`config.mk`:
```
export PLATFORM = sky130hd
export DESIGN_NAME = display_scan_ctrl
export DESIGN_NICKNAME = d
export VERILOG_FILES = /design/src/rtl/display_scan_ctrl.sv
export SDC_FILE = /design/constraint.sdc
export NUM_CORES = 1
export LEC_CHECK = 0
export ABC_AREA = 0
export CAP_MARGIN = 20
export CORE_MARGIN = 5
export CORE_UTILIZATION = 45
export CTS_BUF_LIST = sky130_fd_sc_hd__clkbuf_8
export DETAILED_ROUTE_END_ITERATION = 10
export GPL_TIMING_DRIVEN = 0
export PLACE_DENSITY = 0.64
export SYNTH_ARGS = -nofsm -noshare
export SYNTH_HDL_FRONTEND = slang
export SYNTH_SLANG_ARGS = --single-unit
```
`constraint.sdc`:
```
create_clock -name clk -period 2.5 [get_ports clk]
set_input_delay 0.375 -clock clk [delete_from_list [all_inputs] [get_ports clk]]
set_output_delay 0.375 -clock clk [all_outputs]
set_load 0.02 [all_outputs]
```
`src/rtl/display_scan_ctrl.sv`:
```
// display_scan_ctrl: 16-bit binary to 5-digit BCD converter driving a multiplexed seven-segment bank.
// Optional build macro DISPLAY_BLANK_LEADING_EN blanks leading zero digits.
module display_scan_ctrl #(
    parameter int DISPLAYS    = 4,
    parameter int REFRESH_DIV = 50000
) (
    input  logic                clk,
    input  logic                rst,
    input  logic [15:0]         num,
    input  logic                load,
    output logic                ready,
    output logic                done,
    output logic                ovf,
    output logic [6:0]          sseg,
    output logic [DISPLAYS-1:0] an
);
    localparam int PW = $clog2(REFRESH_DIV);
    typedef enum logic [1:0] {IDLE, CONVERT, COMMIT} state_t;
    state_t state, state_n;
    logic [15:0]   shift;
    logic [19:0]   bcd, disp;
    logic [15:0]   adj;
    logic [3:0]    step, cur;
    logic [PW-1:0] presc;
    logic [2:0]    idx;
    logic          ovf_n;

    function automatic logic [6:0] encode(input logic [3:0] d);
        case (d)
            4'd0: encode = 7'h3F;
            4'd1: encode = 7'h06;
            4'd2: encode = 7'h5B;
            4'd3: encode = 7'h4F;
            4'd4: encode = 7'h66;
            4'd5: encode = 7'h6D;
            4'd6: encode = 7'h7D;
            4'd7: encode = 7'h07;
            4'd8: encode = 7'h7F;
            4'd9: encode = 7'h6F;
            default: encode = 7'h00;
        endcase
    endfunction

    always_ff @(posedge clk) begin
        if (rst) state <= IDLE;
        else state <= state_n;
    end

    always_comb begin
        state_n = (state == IDLE && load) ? CONVERT :
                  (state == CONVERT && step == 4'd15) ? COMMIT :
                  (state == COMMIT) ? IDLE : state;
    end

    always_comb begin
        ready = (state == IDLE);
    end

    // The top nibble never reaches 5 before the final shift of a 16-bit value, so it needs no adjust.
    always_comb begin
        adj = '0;
        for (int i = 0; i < 4; i++)
            adj[4*i +: 4] = (bcd[4*i +: 4] >= 4'd5) ? bcd[4*i +: 4] + 4'd3 : bcd[4*i +: 4];
        ovf_n = 1'b0;
        for (int i = DISPLAYS; i < 5; i++)
            ovf_n = ovf_n | (|bcd[4*i +: 4]);
    end

    always_ff @(posedge clk) begin
        if (rst) begin
            shift <= '0;
            bcd   <= '0;
            step  <= '0;
            disp  <= '0;
            ovf   <= 1'b0;
            done  <= 1'b0;
        end else begin
            done <= (state == COMMIT);
            if (state == IDLE && load) begin
                shift <= num;
                bcd   <= '0;
                step  <= '0;
            end else if (state == CONVERT) begin
                {bcd, shift} <= {bcd[18:16], adj, shift, 1'b0};
                step         <= step + 4'd1;
            end
            if (state == COMMIT) begin
                disp <= bcd;
                ovf  <= ovf_n;
            end
        end
    end

    always_ff @(posedge clk) begin
        if (rst) begin
            presc <= '0;
            idx   <= '0;
        end else if (presc == PW'(REFRESH_DIV - 1)) begin
            presc <= '0;
            idx   <= (idx == 3'(DISPLAYS - 1)) ? 3'd0 : idx + 3'd1;
        end else begin
            presc <= presc + 1'b1;
        end
    end

    always_comb begin
        cur = disp[{idx, 2'b00} +: 4];
        an  = ~(DISPLAYS'(1) << idx);
`ifdef DISPLAY_BLANK_LEADING_EN
        sseg = (idx != 3'd0 && (disp >> {idx, 2'b00}) == 20'd0) ? 7'h00 : encode(cur);
`else
        sseg = encode(cur);
`endif
    end
endmodule

```
==> results.py <==
metrics = {
    "outcome": {
        "outcome": "finished, violations left",
        "violations": "negative setup slack",
    },
    "cells_and_area": {
        "diodes": 0,
        "layout.nets": 568,
        "layout_commonest_cell": "nand2_1",
        "layout_common_cells": "94 x nand2_1, 81 x dfxtp_1, 64 x a21oi_1, 43 x nor2_1, 24 x clkdlybuf4s50_1",
        "syn_to_final_growth_pct": 22.79,
        "drive_gt1_share_pct": 12.17,
        "fill_cells": 770,
    },
    "clocking": {
        "cts_tree": "built",
        "cts_max_level": 3,
        "path_clk_slew_ns": 0.09,
        "clk_path_buf_depth": 2,
        "cts_buffers": 9,
        "clk_latency_ns": 0.35,
        "cts_hold_buf": 0,
        "cts_sinks": 83,
        "ctsRootBufferMaster": "clkbuf_8",
    },
    "power": {
        "pwr_density_cell_mw_per_mm2": 510.9,
        "power_leakage_uw": 0.001649,
        "vdd_drop_max_v": 0.0002848,
    },
    "timing": {
        "fin_ws_ns": -0.1516,
        "fin_crit_sh_pct": 106.1,
        "rsz0062_at_grt": "true",
        "hold_viol": 0,
        "fmax_mhz": 377.1,
        "fin_setup_tns_ns": -0.8820,
        "setup_viol": 7,
        "finClkSkew_ns": 0.01490,
        "period_minus_slack_ns": 2.652,
        "slew_viol_final": 0,
        "tightest_slew_ns": 0.6604,
        "relSlewSlack_pct": 55.98,
    },
    "die": {
        "pin_count": 33,
        "coreArea_mm2": 0.008299,
        "initial_utilization_pct": 46.71,
        "die_h_um": 102.8,
        "design.die.area_mm2": 0.01057,
        "die_width_um": 102.8,
        "rows": 33,
    },
    "placed_design": {
        "pre_cts_ws_ns": -0.8015,
        "io_buffers": 31,
        "post-dp-hpwl_um": 6347,
        "place_congestion": 0.8591,
    },
    "synth": {
        "synth_seq_cells": 83,
        "synth_top_family_by_area": "simple AND/OR/NAND/NOR gates",
        "synth_flop_cell": "dfxtp_1",
        "synth_cells": 479,
        "synthMuxAreaShare_pct": 3.357,
        "yosysSeqAreaShare_pct": 42.87,
        "synth_nets": 518,
        "ys_warn_count": 0,
        "synth_edf_count": 0,
        "async_reset_ff_share_pct": 0,
        "synth_xor_area_share_pct": 5.875,
        "synthAdderAreaFrac_pct": 6.456,
        "avgSynthCellArea_um2": 8.092,
        "syn_area_mm2": 0.003876,
        "synth-simple-area-share_pct": 21.05,
        "synth_compound_gate_area_share_pct": 15.91,
        "synth_cell_type_count": 39,
    },
    "critical_path": {
        "crit_path_end": "sseg[0]",
        "path_buf_inv": 4,
        "cp_cell_sequence": "buf_8, mux4_2, a21oi_4, inv_2, ha_4, inv_2, mux2i_4, o22ai_2, buf_6",
        "r2r_end": "presc[0]",
        "r2r-start": "presc[7]",
        "reg2reg_slack_ns": 0.57,
        "crit_cells": 9,
        "required_ns": 2.12,
        "worst-path-max-fanout": 5,
        "arrival_ns": 2.28,
        "critical_path_class": "flip-flop to output port",
        "critPathMaxStageDelay_ns": 0.54,
        "start_kind": "flip-flop",
        "crit_start": "idx[0]",
        "r2r_cells": 5,
        "crit_top_cell": "inv_2",
        "cp_slowest_cell": "mux4_2",
        "critPathTopFamily": "multiplexers",
        "end_kind": "output port",
    },
    "grt": {
        "grt_max_degree": 17,
        "antenna_found_initial": 0,
        "grt_pass1_vias": 3158,
        "overflow": 0,
        "grtUsageTotal_pct": 18.12,
        "grt_pass1_wl_um": 15130,
    },
    "route": {
        "via_per_inst": 5.257,
        "drt_wl_total_um": 9023,
        "num_vias": 3359,
        "drt_pass1_iterations": 4,
        "drc": 0,
        "drt_iter0_markers": 158,
        "wl_per_cell_um": 14.12,
        "ant_nets": 0,
    },
    "job": {
        "maxCapViolations": 0,
    },
    "worst_hold_path": {
        "min_from": "shift[7]",
        "min-delay-path-class": "flip-flop to flip-flop",
    },
}
timing repair:
item	CTS	global route
pin swaps	6	3
setup endpoints to repair	7	7
gates cloned	1	0
buffers inserted	7	0
gates resized for setup	59	13
through the flow:
step,utilization [%],std cells,power [µW],hold slack [ns],instance area (µm²)
final,57.35,639,2432,0.4577,4760
after global routing,57.35,639,2535,0.4775,4760
after CTS,56.49,639,2452,0.4588,4688
after detailed placement,52.22,615,1561,0.4477,4334
after global placement,52.22,615,1558,0.4416,4334
after floorplan,-,479,1490,0.4298,3892
flip-flops by register name, indices dropped and copies added, names as in the netlist, 2 cells and up:
name,cells
idx,3
step,4
presc,16
state,2
disp,20
shift,16
bcd,20
power breakdown:
group          switching [µW]  internal (µW)  leakage, µW
Combinational             102           65.1     0.000885
Sequential               16.9           1350     0.000673
Clock                     526            375    0.0000910
worst register-to-register path: stages (launching register included):
cell and delay, ns:
dfxtp_1 0.35, or4b_1 0.52, or4_4 0.54, nand2b_2 0.16
buf_4 0.19, nor2_1 0.06
cells by family after synthesis:
logic type      after synthesis
compound gates              108
xor+xnor                     26
fa+ha+maj                    20
buf+inv                      45
flops                        83
mux                          10
simple gates                187
layout make-up:
class                   count  area, µm²  area share [%]
repair buffers             39      406.6           8.544
inverters                  21      78.83           1.656
flip-flops and latches     83       1664           34.96
well taps                 105      131.4           2.760
clock buffers               9      123.9           2.603
plain buffers              24      105.1           2.208
clock inverters             7      56.30           1.183
multi-input cells         351       2193           46.08
per-layer routing:
metal	track usage, %	up-vias	routed length (µm)
li1	-	1717	-
met1	25.73	1577	4519
met2	28.10	53	4076
met3	2.774	12	267
met4	6.375	0	159
met5	0	-	0
worst min-delay path by stage:
stage / end / slack (ns) / depth (start not counted)
6_report: shift[7] / 0.46 / 2
5_1_grt: shift[10] / 0.48 / 2
4_1_cts: disp[1] / 0.46 / 2
3_5_place_dp: disp[1] / 0.45 / 2
3_3_place_gp: shift[6] / 0.44 / 2
2_1_floorplan: presc[0] / 0.43 / 1
cells in the mapped netlist, types with 5 or more instances:
master | count | area [µm²]
a21oi_1 | 65 | 325.3
a22oi_1 | 15 | 112.6
and2_1 | 5 | 31.28
clkbuf_1 | 20 | 75.07
dfxtp_1 | 83 | 1662
ha_1 | 20 | 250.2
inv_1 | 21 | 78.83
mux2i_1 | 7 | 70.07
nand2_1 | 94 | 352.8
nand2b_1 | 7 | 43.79
nand3_1 | 16 | 80.08
nor2_1 | 43 | 161.4
nor3_1 | 7 | 35.03
o21ai_0 | 14 | 70.07
o22ai_1 | 6 | 37.54
xnor2_1 | 10 | 87.58
xor2_1 | 16 | 140.1
No activity file was read; power rests on OpenSTA's default activity.
